==> src/rtl/echo_sensor_sched.sv <==
// Round-robin scheduler sharing one echo pulse-width measurement path between two sensors.
// Optional macro ECHO_TIMEOUT_HOLD_EN: a timeout keeps the old width and suppresses valid.
module echo_sensor_sched #(
  parameter int PRESCALE      = 100,
  parameter int TRIG_TICKS    = 1,
  parameter int TIMEOUT       = 6000,
  parameter int GAP_TICKS     = 600,
  parameter int DEFAULT_WIDTH = 300
) (
  input  logic        clk,
  input  logic        reset,
  input  logic        enable,
  input  logic        echo0,
  input  logic        echo1,
  output logic        trig0,
  output logic        trig1,
  output logic [12:0] width0,
  output logic [12:0] width1,
  output logic        valid0,
  output logic        valid1,
  output logic [1:0]  timeout_flag,
  output logic        active_ch
);

  localparam int PW = (PRESCALE > 1) ? $clog2(PRESCALE) : 1;

  localparam logic [2:0] ST_IDLE    = 3'd0;
  localparam logic [2:0] ST_TRIG    = 3'd1;
  localparam logic [2:0] ST_WAIT    = 3'd2;
  localparam logic [2:0] ST_MEASURE = 3'd3;
  localparam logic [2:0] ST_GAP     = 3'd4;

  localparam logic [PW-1:0] PRESC_LAST = PW'(PRESCALE - 1);
  localparam logic [12:0]   DEF_W      = 13'(DEFAULT_WIDTH);
  localparam logic [12:0]   TMO_W      = 13'(TIMEOUT);
  localparam logic [15:0]   TRIG_LAST  = 16'(TRIG_TICKS - 1);
  localparam logic [15:0]   WAIT_LAST  = 16'(TIMEOUT - 1);
  localparam logic [15:0]   GAP_LAST   = 16'(GAP_TICKS - 1);

  logic [PW-1:0]    presc_r;
  logic             tick_s;
  logic [2:0]       state_r;
  logic [15:0]      tcnt_r;
  logic [12:0]      wacc_r;
  logic             ch_r;
  logic [1:0]       trig_r;
  logic [1:0]       valid_r;
  logic [1:0]       tflag_r;
  logic [1:0][12:0] width_r;
  logic             echo_s;
  logic             meas_done_s;
  logic             timeout_s;

  assign tick_s = (presc_r == PRESC_LAST);
  assign echo_s = ch_r ? echo1 : echo0;

  // Decode the measurement outcome decided on the current tick.
  always_comb begin
    meas_done_s = 1'b0;
    timeout_s   = 1'b0;
    if (tick_s && (state_r == ST_MEASURE)) begin
      meas_done_s = ~echo_s;
      timeout_s   = echo_s && (wacc_r == TMO_W);
    end else if (tick_s && (state_r == ST_WAIT)) begin
      timeout_s   = ~echo_s && (tcnt_r == WAIT_LAST);
    end else begin
      meas_done_s = 1'b0;
      timeout_s   = 1'b0;
    end
  end

  // Free-running tick prescaler.
  always_ff @(posedge clk) begin
    if (reset) begin
      presc_r <= '0;
    end else if (tick_s) begin
      presc_r <= '0;
    end else begin
      presc_r <= presc_r + PW'(1);
    end
  end

  // Scheduler FSM: trigger, wait for echo, measure, gap, then hand over to the other channel.
  always_ff @(posedge clk) begin
    if (reset) begin
      state_r <= ST_IDLE;
      tcnt_r  <= 16'd0;
      wacc_r  <= 13'd0;
      ch_r    <= 1'b0;
      trig_r  <= 2'b00;
    end else if (tick_s) begin
      case (state_r)
        ST_IDLE: begin
          if (enable) begin
            state_r      <= ST_TRIG;
            tcnt_r       <= 16'd0;
            trig_r[ch_r] <= 1'b1;
          end else begin
            state_r <= ST_IDLE;
          end
        end
        ST_TRIG: begin
          if (tcnt_r == TRIG_LAST) begin
            trig_r  <= 2'b00;
            tcnt_r  <= 16'd0;
            state_r <= ST_WAIT;
          end else begin
            tcnt_r <= tcnt_r + 16'd1;
          end
        end
        ST_WAIT: begin
          // An echo already high counts from this first sample; no edge needed.
          if (echo_s) begin
            wacc_r  <= 13'd1;
            state_r <= ST_MEASURE;
          end else if (tcnt_r == WAIT_LAST) begin
            tcnt_r  <= 16'd0;
            state_r <= ST_GAP;
          end else begin
            tcnt_r <= tcnt_r + 16'd1;
          end
        end
        ST_MEASURE: begin
          if (echo_s && (wacc_r != TMO_W)) begin
            wacc_r <= wacc_r + 13'd1;
          end else begin
            tcnt_r  <= 16'd0;
            state_r <= ST_GAP;
          end
        end
        ST_GAP: begin
          if (tcnt_r == GAP_LAST) begin
            tcnt_r  <= 16'd0;
            ch_r    <= ~ch_r;
            state_r <= ST_IDLE;
          end else begin
            tcnt_r <= tcnt_r + 16'd1;
          end
        end
        default: begin
          state_r <= ST_IDLE;
          tcnt_r  <= 16'd0;
          trig_r  <= 2'b00;
        end
      endcase
    end else begin
      state_r <= state_r;
    end
  end

  // Result registers; only the active channel's slot is ever written.
  always_ff @(posedge clk) begin
    if (reset) begin
      width_r <= {DEF_W, DEF_W};
      valid_r <= 2'b00;
      tflag_r <= 2'b00;
    end else begin
      valid_r <= 2'b00;
      if (meas_done_s) begin
        width_r[ch_r] <= wacc_r;
        valid_r[ch_r] <= 1'b1;
        tflag_r[ch_r] <= 1'b0;
      end else if (timeout_s) begin
`ifdef ECHO_TIMEOUT_HOLD_EN
        tflag_r[ch_r] <= 1'b1;
`else
        width_r[ch_r] <= DEF_W;
        valid_r[ch_r] <= 1'b1;
        tflag_r[ch_r] <= 1'b1;
`endif
      end else begin
        tflag_r <= tflag_r;
      end
    end
  end

  assign trig0        = trig_r[0];
  assign trig1        = trig_r[1];
  assign width0       = width_r[0];
  assign width1       = width_r[1];
  assign valid0       = valid_r[0];
  assign valid1       = valid_r[1];
  assign timeout_flag = tflag_r;
  assign active_ch    = ch_r;

endmodule

==> config.mk <==
export PLATFORM = sky130hd
export DESIGN_NAME = echo_sensor_sched
export DESIGN_NICKNAME = d
export VERILOG_FILES = /design/src/rtl/echo_sensor_sched.sv
export SDC_FILE = /design/constraint.sdc
export NUM_CORES = 1
export LEC_CHECK = 0
export BUFFER_PORTS_ARGS = -buffer_cell sky130_fd_sc_hd__buf_2
export CELL_PAD_IN_SITES_DETAIL_PLACEMENT = 1
export CELL_PAD_IN_SITES_GLOBAL_PLACEMENT = 1
export CORE_MARGIN = 3
export CORE_UTILIZATION = 44
export CTS_BUF_LIST = sky130_fd_sc_hd__clkbuf_8 sky130_fd_sc_hd__clkbuf_16
export CTS_CLUSTER_DIAMETER = 120
export DETAILED_ROUTE_END_ITERATION = 10
export PLACE_DENSITY_LB_ADDON = 0.1
export SYNTH_ARGS = -nofsm -noshare
export SYNTH_HDL_FRONTEND = slang
export SYNTH_SLANG_ARGS = --single-unit
==> constraint.sdc <==
create_clock -name clk -period 3 [get_ports clk]
set_input_delay 0.15 -clock clk [delete_from_list [all_inputs] [get_ports clk]]
set_output_delay 0.15 -clock clk [all_outputs]
set_load 0.05 [all_outputs]
# Word level (Yosys, flattened, before mapping)
# Cells that the tools add are included.
dict set report totals {
  out_inout_bits 33
  ff_bits 72
  in_bits 5
  wordCells 94
}
dict set report op_classes {
  n_reduce_logical 17
  eq_ne 17
  mux 35
  n_addsub 3
  n_bitwise 10
  n_lt_le_gt_ge 2
}
# cell count
set op_table {}
lappend op_table {{16-bit 2-to-1 mux} 6}
lappend op_table {{16-bit case mux with 5 select lines} 1}
lappend op_table {{26-bit 2-to-1 mux} 2}
lappend op_table {{13-bit 2-to-1 mux} 3}
lappend op_table {{26-bit bitwise mux} 1}
lappend op_table {{13-bit case mux with 2 select lines} 1}
lappend op_table {{18-bit AND} 1}
lappend op_table {{18-bit NOT} 1}
lappend op_table {{16-bit by 1-bit adder with 16-bit output, second input constant} 1}
lappend op_table {{16-bit by 10-bit equality test with 1-bit output, second input constant} 1}
lappend op_table {{16-bit by 13-bit equality test with 1-bit output, second input constant} 1}
lappend op_table {{16-bit logical NOT} 1}
lappend op_table {{3-bit 2-to-1 mux} 5}
lappend op_table {{3-bit case mux with 5 select lines} 1}
lappend op_table {{13-bit by 1-bit adder with 13-bit output, second input constant} 1}
lappend op_table {{13-bit demux with 1-bit select} 1}
lappend op_table {{13-bit equality test, second input constant} 1}
lappend op_table {{13-bit inequality test, second input constant} 1}
lappend op_table {{2-bit 2-to-1 mux} 6}
lappend op_table {{2-bit inequality test, second input constant} 6}
lappend op_table {{4-bit AND reduction} 3}
lappend op_table {{8-bit OR} 1}
lappend op_table {{7-bit by 1-bit adder with 7-bit output, second input constant} 1}
lappend op_table {{7-bit equality test, second input constant} 1}
lappend op_table {{21 further kinds} 36}

# Depth between registers and ports, before layout
# Gate-level depths: netlist (run 1).
dict set report depth {
  depth_word 8
  ltp_mapped 9
  depth_no_buf 8
}

# Worst setup path after synthesis (run 1)
# Ideal clock, no wire load.
dict set report synth_timing {
  kind {register -> register}
  from {reg ch_r, in the netlist active_ch}
  to {reg wacc_r[7]}
  synth_period_minus_slack_ns 2.317
  required_time_ns 2.929
  setup_slack_ns 0.683
  path_stages_with_launch 7
  path_buffers 1
  arrival_time_ns 2.247
  setup_ns 0.071
  path_cell_list {dfxtp_1 buf_2 mux2i_1 a2111oi_0 nand4_1 or3_1 a21oi_1}
}
dict set report synth_via {
  elab_chain_len 4
  word_cells_on_any_way 5
  classes_between {2 x eq/ne; 1 x mux; 2 x reduce/logical}
}
# item line_no
set synth_lines {}
lappend synth_lines {{start: declaration} 45} ;# logic ch_r;
lappend synth_lines {{start signal: assignment} 134} ;# ch_r <= ~ch_r;
lappend synth_lines {{1-bit 2-to-1 mux (*)} 55} ;# assign echo_s = ch_r ? echo1 : echo0;
lappend synth_lines {{1-bit logical AND} 124} ;# if (echo_s && (wacc_r != TMO_W)) begin
lappend synth_lines {{2-bit by 1-bit inequality test with 1-bit output (no line)} -}
lappend synth_lines {{4-bit AND reduction (no line) (*)} -}
lappend synth_lines {{end signal: assignment} 125} ;# wacc_r <= wacc_r + 13'd1;
lappend synth_lines {{end: declaration} 44} ;# logic [12:0] wacc_r;
# Every way passes the cells marked *; elsewhere a longest branch is shown, timed or not.
# A chain may end at the register's enable or synchronous reset.

# Final worst setup path (run 1)
dict set report layout_timing {
  from {reg wacc_r[0]}
  to {reg wacc_r[7]}
}
dict set report layout_via {
  elab_chain_len 4
  word_cells_on_any_way 7
  classes_between {1 x add/sub; 2 x eq/ne; 2 x mux; 2 x reduce/logical}
}
# item
set layout_lines {}
lappend layout_lines {{branches (longest 4 deep; another with 13-bit by 1-bit adder with 13-bit output)}}
# Several ways; the timed one is not identified. The select of a mux whose other input is x is not followed.

==> implementation parameters, run 1 <==
Parameter                              Value

Timing
  RSZ-0062 raised after global routing ... no
  Final clock period utilization by the worst path ... 88.5%
  Clock Skew ... 0.0107 ns
  Max-slew violation count ... 0
  Maximum clock rate ... 376 MHz
  Total negative slack ... 0 ns
  Hold Fails Final Rpt ... 0
  Fin crit period ... 2.66 ns
  Hold slack final ... 0.197 ns
  Final worst-path setup slack ... 0.344 ns
  Headroom to the max-slew limit ... 46.7%
  Worst slew pin tran ... 0.798 ns
  Final number of setup-violating endpoints ... 0

Drt
  Final routed wirelength across all metal layers ... 10.1 mm
  Routed wirelength normalized by instance count ... 18.5 µm
  Per-cell via count in the routed design ... 5.99
  Drt initial violations ... 177
  Antenna violation net count after detailed routing ... 0
  DR pass1 iterations ... 4
  Overall via count from detail_route ... 3260
  Number of design rule violations left after detail routing ... 0

CTS
  Post-CTS sizing ... 0
  Skew-Pair Late Insertion Delay ... 0.36 ns
  Cts-stage hold buffer count ... 0
  Worst-case clock buffer depth ... 2
  Clk Tree Root Cell ... clkbuf_8
  Postcts setup bufs ... 0
  Clock Sink Count ... 72
  Clock tree from TritonCTS ... done
  Deepest level of the CTS H-tree ... 3
  Clk slew on worst S/H paths ... 0.09 ns
  Number of CTS-inserted buffers ... 9

Finish
  Ratio of cells with drive above 1 in the final layout ... 18.8%
  Number of antenna diodes ... 0
  Most used cells in the layout excluding fill and tap cells ... dfxtp_1 (72), buf_2 (37), nor2_1 (33), a21oi_1 (29), nand2_1 (20)
  Fin util ... 52.2%
  Most common cell after layout, fill and taps aside ... dfxtp_1
  Net count, final ... 447
  Non-filler cells in the finished layout ... 544
  Growth of design area from synthesis to finish ... 15.1%

Critical path
  Arrival time reported for the critical path endpoint ... 2.94 ns
  Maximum fanout along the worst path ... 9
  Req. time, crit path ... 3.29 ns
  Startpoint class of the critical path ... register
  Worst reg-to-reg setup slack ... 0.34 ns
  Type of element capturing the critical path ... register
  Critical Setup Path Class ... reg -> reg

Die
  Area of the core ... 0.00777 mm²
  Floorplan die height ... 95.5 µm
  Number of rows created at floorplan ... 32
  Area of the die ... 0.00912 mm²
  Effective utilization at floorplan ... 45.4%
  Chip width ... 95.5 µm
  Number of top-level pins ... 38

Placed design
  Number of buffers inserted by port buffering ... 37
  RePlAce Congestion ... 0.828
  HPWL reported at the end of detailed placement ... 7.25 mm
  Post-Place Cells ... 528
  Worst slack after detailed placement ... 0.371 ns

Synth
  Mapped Nets ... 414
  Distinct cell type count of the synthesized netlist ... 63
  Netlist area before placement ... 0.00352 mm²
  Synth warn ... 0
  Part of the Yosys area used for sequential elements ... 40.9%
  Per-instance average area after synthesis ... 8.72 µm²
  Most common flop cell mapped by yosys ... dfxtp_1
  Number of flip-flops and latches in the synthesized netlist ... 72
  FFs w/ async S/R, synth ... 0%
  Cell count after synthesis ... 404
  Number of enable flip-flop cells after synthesis ... 0

Global route
  Antenna violations before repair ... 0
  First-pass GRT wire length ... 16.5 mm
  Overall routing resource usage ... 23.3%
  Pin count of the biggest net entering global routing ... 45
  Overflow left after global routing ... 0
  Number of global-route vias before repair ... 3229

Power
  Pwr per Cell Area ... 469 mW/mm²
  Leakage dissipation ... 1.45 nW
  Maximum ir drop on the vdd rail ... 0.000243 V

Min path
  Worst min-delay path category ... in -> reg

Run status
  Run status ... complete, no violations

Run
  Maximum capacitance violations ... 0
==> path summary, 6_finish.rpt <==
path | from | end | cells after the start
worst max-delay path | wacc_r[0]$_SDFFE_PP0P_ | wacc_r[7]$_SDFFE_PP0P_ | 8
worst min-delay path | enable | state_r[0]$_SDFFE_PP0P_ | 3
worst max register to register | wacc_r[0]$_SDFFE_PP0P_ | wacc_r[7]$_SDFFE_PP0P_ | 8
worst min register to register | width1[3]$_SDFFE_PP1P_ | width1[3]$_SDFFE_PP1P_ | 2
==> worst max-delay path, stage by stage, from the launching register on <==
cell and delay, ns:
dfxtp_1 0.45, inv_1 0.09, ha_1 0.21, nand4bb_1 0.12, nor3_2 0.09, a2111oi_1 0.57
nand4_1 0.44, or3_1 0.44, a21oi_1 0.18
==> cells in the mapped netlist, types with 2 or more instances <==
master | instances | area [µm²]
dfxtp_1 | 72 | 1440
nor2_1 | 33 | 124
a21oi_1 | 29 | 145
clkbuf_1 | 23 | 86.3
nand2_1 | 20 | 75.1
inv_1 | 19 | 71.3
nand3_1 | 16 | 80.1
nand4_1 | 14 | 87.6
nor3_1 | 11 | 55.1
a22oi_1 | 10 | 75.1
o21ai_0 | 10 | 50.1
a22o_1 | 9 | 78.8
and3_1 | 9 | 56.3
nand3b_1 | 9 | 67.6
xor2_1 | 9 | 78.8
or3_1 | 8 | 50.1
o32ai_1 | 6 | 52.6
ha_1 | 5 | 62.6
nor4_1 | 5 | 31.3
o211ai_1 | 5 | 37.5
o22ai_1 | 5 | 31.3
xnor2_1 | 5 | 43.8
a31oi_1 | 4 | 25.0
nand2b_1 | 4 | 25.0
o221ai_1 | 4 | 35.0
o32a_1 | 4 | 40.0
or4_1 | 4 | 30.0
a311oi_1 | 3 | 26.3
buf_2 | 3 | 15.0
a211oi_2 | 2 | 25.0
and2_1 | 2 | 12.5
and4_1 | 2 | 17.5
mux2i_1 | 2 | 20.0
nor2b_1 | 2 | 12.5
nor4_4 | 2 | 42.5
o2111ai_1 | 2 | 17.5
o21a_1 | 2 | 15.0
o21ai_2 | 2 | 17.5
o2bb2ai_1 | 2 | 17.5
o41ai_1 | 2 | 17.5
or2_2 | 2 | 12.5
==> stage by stage <==
stage	total power, mW	instance area, µm²
floorplan	1.01	3520
global placement	1.03	3830
detailed placement	1.03	3830
CTS	1.92	4060
global route	1.97	4060
finish	1.90	4060
==> routing by layer <==
| metal | track usage [%] | wire length [µm] |
|---|---|---|
| met2 | 37.4 | 4860 |
| met1 | 31.6 | 4780 |
| met4 | 7.94 | 82 |
| met5 | 0 | 0 |
| met3 | 4.03 | 366 |
==> layout make-up <==
| type | count | area, µm² |
|---|---|---|
| clock buffer | 9 | 124 |
| clock inverter | 7 | 103 |
| fill | 937 | 3710 |
| inverter | 19 | 71.3 |
| multi-input combinational | 286 | 1900 |
| sequential | 72 | 1440 |
| tap | 102 | 128 |
| timing repair buffer | 49 | 288 |
==> where the power goes <==
group | internal (mW) | total, mW | switching, mW
registers | 0.958 | 0.961 | 0.00253
logic | 0.0121 | 0.0428 | 0.0308
clock network | 0.480 | 0.897 | 0.417
==> sequential cells by signal (all words and copies together), names as in the netlist, named ones only <==
signal	cells
tcnt_r	16
wacc_r	13
width0	13
width1	13
presc_r	7
state_r	3
trig_r	2
valid_r	2
active_ch	1
==> cells by family after synthesis <==
| logic type | synth area share (%) |
|---|---|
| fa+ha+maj | 1.77 |
| flops | 40.9 |
| mux | 0.887 |
| compound gates | 23.2 |
| buf+inv | 5.22 |
| simple gates | 24.6 |
| xor+xnor | 3.48 |
No activity file was read; power rests on OpenSTA's default activity.
==> inputs of run 2 (changes only) <==
--- a/config.mk
+++ b/config.mk
@@ -5,11 +5,12 @@
 export SDC_FILE = /design/constraint.sdc
 export NUM_CORES = 1
 export LEC_CHECK = 0
+export ABC_AREA = 1
 export BUFFER_PORTS_ARGS = -buffer_cell sky130_fd_sc_hd__buf_2
 export CELL_PAD_IN_SITES_DETAIL_PLACEMENT = 1
 export CELL_PAD_IN_SITES_GLOBAL_PLACEMENT = 1
 export CORE_MARGIN = 3
-export CORE_UTILIZATION = 44
+export CORE_UTILIZATION = 42
 export CTS_BUF_LIST = sky130_fd_sc_hd__clkbuf_8 sky130_fd_sc_hd__clkbuf_16
 export CTS_CLUSTER_DIAMETER = 120
 export DETAILED_ROUTE_END_ITERATION = 10
==> run 2 against run 1 <==
Net effect:
- global-route usage is 0.71 points lower
- routed wire length increased by 10%
- synthesized cell count grew 47%
- sequential cell count did not move
- clock power decreased by 8.9%
- sequential share of layout area down 2.2 points
- first-iteration DRC count shrank 43%
- register-to-register slack better by 0.45 ns
- core utilization down 3.4 points
- design area increased by 6.5%
- count of clock-buffer cells in the layout did not move
- fmax increased by 20%
- highest routed layer unchanged
==> implementation parameters, run 2 <==
Parameter                              Value

Finish
  Non-filler cells in the finished layout ... 739
  Most common cell after layout, fill and taps aside ... nand2_1
  Most used cells in the layout excluding fill and tap cells ... nand2_1 (170), nor2_1 (82), dfxtp_1 (72), nand3_1 (54), inv_1 (51)
  Net count, final ... 636
  Ratio of cells with drive above 1 in the final layout ... 12.5%
  Number of antenna diodes ... 0
  Top register by number of flip-flops ... tcnt_r
  Fin util ... 48.8%
  Growth of design area from synthesis to finish ... 11.5%
  Fillers ... 1206
  Largest register FFs ... 16

Synth
  Part of the Yosys area used for sequential elements ... 37.2%
  Most common flop cell mapped by yosys ... dfxtp_1
  Distinct cell type count of the synthesized netlist ... 32
  Number of enable flip-flop cells after synthesis ... 0
  FFs w/ async S/R, synth ... 0%
  Most frequent cells after synthesis ... nand2_1 (170), nor2_1 (82), dfxtp_1 (72)
  Cell count after synthesis ... 594
  Yosys top cell by area ... dfxtp_1
  Per-instance average area after synthesis ... 6.52 µm²
  Portion of synthesized cell area occupied by the leading cell type ... 37.2%
  Synth warn ... 0
  Mapped Nets ... 604
  Netlist area before placement ... 0.00387 mm²
  Cell types with the largest area share after synthesis ... dfxtp_1 (37%), nand2_1 (16%), nor2_1 (7.9%)
  Number of flip-flops and latches in the synthesized netlist ... 72
  Cell with the most instances after synthesis ... nand2_1

CTS
  Skew-Pair Late Insertion Delay ... 0.36 ns
  Clk Tree Root Cell ... clkbuf_8
  Deepest level of the CTS H-tree ... 3
  Clk slew on worst S/H paths ... 0.10 ns
  Post-CTS sizing ... 0
  Postcts setup bufs ... 0
  Worst-case clock buffer depth ... 2
  Number of CTS-inserted buffers ... 9
  Cts-stage hold buffer count ... 0
  Clock tree from TritonCTS ... done
  Clock Sink Count ... 72

Timing
  Hold Fails Final Rpt ... 0
  Worst slew pin tran ... 0.743 ns
  Hold slack final ... 0.140 ns
  Max-slew violation count ... 0
  RSZ-0062 raised after global routing ... no
  Maximum clock rate ... 453 MHz
  Clock Skew ... 0.0169 ns
  Headroom to the max-slew limit ... 50.1%
  Final number of setup-violating endpoints ... 0
  Total negative slack ... 0 ns
  Fin crit period ... 2.21 ns
  Final clock period utilization by the worst path ... 73.5%
  Final worst-path setup slack ... 0.794 ns

Placed design
  Number of buffers inserted by port buffering ... 37
  HPWL reported at the end of detailed placement ... 8.36 mm
  Worst slack after detailed placement ... 0.852 ns
  RePlAce Congestion ... 0.897
  Post-Place Cells ... 723

Critical path
  Cell with the largest stage delay on the worst path ... dfxtp_1
  Crit-path cells ... inv_1 > ha_1 > nand2_1 > nor2_1 > nand3_1 > nand2_1 > nand2_1 > nand2_2 > inv_1 > nand3_1 > a21boi_0
  Critical Setup Path Class ... reg -> reg
  Count of cells along the worst register-to-register path ... 11
  Maximum fanout along the worst path ... 16
  Arrival time reported for the critical path endpoint ... 2.48 ns
  Worst reg2reg path startpoint ... wacc_r[0]$_SDFFE_PP0P_
  Critical Path End ... wacc_r[4]$_SDFFE_PP0P_
  CP startpoint ... wacc_r[0]$_SDFFE_PP0P_
  Worst reg-to-reg setup slack ... 0.79 ns
  Startpoint class of the critical path ... register
  Cell repeated most along the worst path ... nand2_1
  Type of element capturing the critical path ... register
  Delay of the slowest cell on the worst path ... 0.47 ns
  Req. time, crit path ... 3.28 ns
  Critical register-to-register path endpoint ... wacc_r[4]$_SDFFE_PP0P_

Power
  Leakage dissipation ... 1.63 nW
  Maximum ir drop on the vdd rail ... 0.000211 V
  Pwr per Cell Area ... 421 mW/mm²

Die
  Chip width ... 102 µm
  Area of the die ... 0.0104 mm²
  Area of the core ... 0.00885 mm²
  Floorplan die height ... 102 µm
  Effective utilization at floorplan ... 43.8%
  Number of top-level pins ... 38
  Number of rows created at floorplan ... 34

Drt
  Drt initial violations ... 101
  Overall via count from detail_route ... 3904
  Number of design rule violations left after detail routing ... 0
  Final routed wirelength across all metal layers ... 11.1 mm
  DR pass1 iterations ... 4
  Per-cell via count in the routed design ... 5.28
  Routed wirelength normalized by instance count ... 15.0 µm
  Antenna violation net count after detailed routing ... 0

Run status
  Run status ... complete, no violations

Global route
  First-pass GRT wire length ... 18.7 mm
  Number of global-route vias before repair ... 3906
  Overflow left after global routing ... 0
  Pin count of the biggest net entering global routing ... 35
  Antenna violations before repair ... 0
  Overall routing resource usage ... 22.6%

Run
  Maximum capacitance violations ... 0

Min path
  Worst min-delay path category ... in -> reg
==> run 2: report_power, final <==
part	internal, mW	switching, mW	total [mW]
clock network	0.401	0.416	0.817
registers	0.958	0.00207	0.960
logic	0.0109	0.0285	0.0393
==> run 2: worst max-delay path: cells and delay by family (launching register included) <==
kind,cells,cell delay (ns)
flip-flops,1,0.47
AND/OR/NAND/NOR,7,0.69
AO/OA/AOI/OAI,1,0.21
adder cells (fa/ha/maj),1,0.24
buffers and inverters,2,0.50
==> run 2: area by class of cell <==
class                   count  area [µm²]  area share (%)
flip-flops and latches     72        1440            33.4
well taps                 108         135            3.13
inverters                  58         218            5.04
clock buffers               9         124            2.87
repair buffers             39         200            4.64
clock inverters             7        85.1            1.97
multi-input cells         446        2110            49.0
==> run 2: per-stage QoR <==
stage | instance area (µm²) | power (mW)
floorplan | 3870 | 1.01
global placement | 4110 | 1.02
detailed placement | 4110 | 1.02
CTS | 4320 | 1.84
global route | 4320 | 1.89
finish | 4320 | 1.82
==> run 2: how the worst min path moves through the flow <==
| stage | start | to | cells past startpoint |
|---|---|---|---|
| 2_1_floorplan | echo1 | width1[10]$_SDFFE_PP0P_ | 3 |
| 6_report | reset | active_ch$_SDFFE_PP0P_ | 3 |
| 3_3_place_gp | presc_r[0]$_SDFF_PP0_ | presc_r[0]$_SDFF_PP0_ | 1 |
| 5_1_grt | reset | active_ch$_SDFFE_PP0P_ | 3 |
| 4_1_cts | reset | active_ch$_SDFFE_PP0P_ | 3 |
| 3_5_place_dp | presc_r[0]$_SDFF_PP0_ | presc_r[0]$_SDFF_PP0_ | 1 |
==> run 2: logic make-up after synthesis <==
logic type	after synthesis	synth area share [%]
DFF	72	37.2
buffers and inverters	76	8.20
xor gates and xnor gates	11	2.49
AOI/OAI and AO/OA	73	10.3
and+or+nand+nor	357	40.2
adders and majority gates	5	1.61
==> run 2: layer usage <==
layer	vias up	GRT usage (%)	part of all wire, %
li1	1970	-	-
met1	1844	31.0	49
met2	77	36.6	46
met3	13	3.07	3.8
met4	0	7.47	1.5
met5	-	0	0
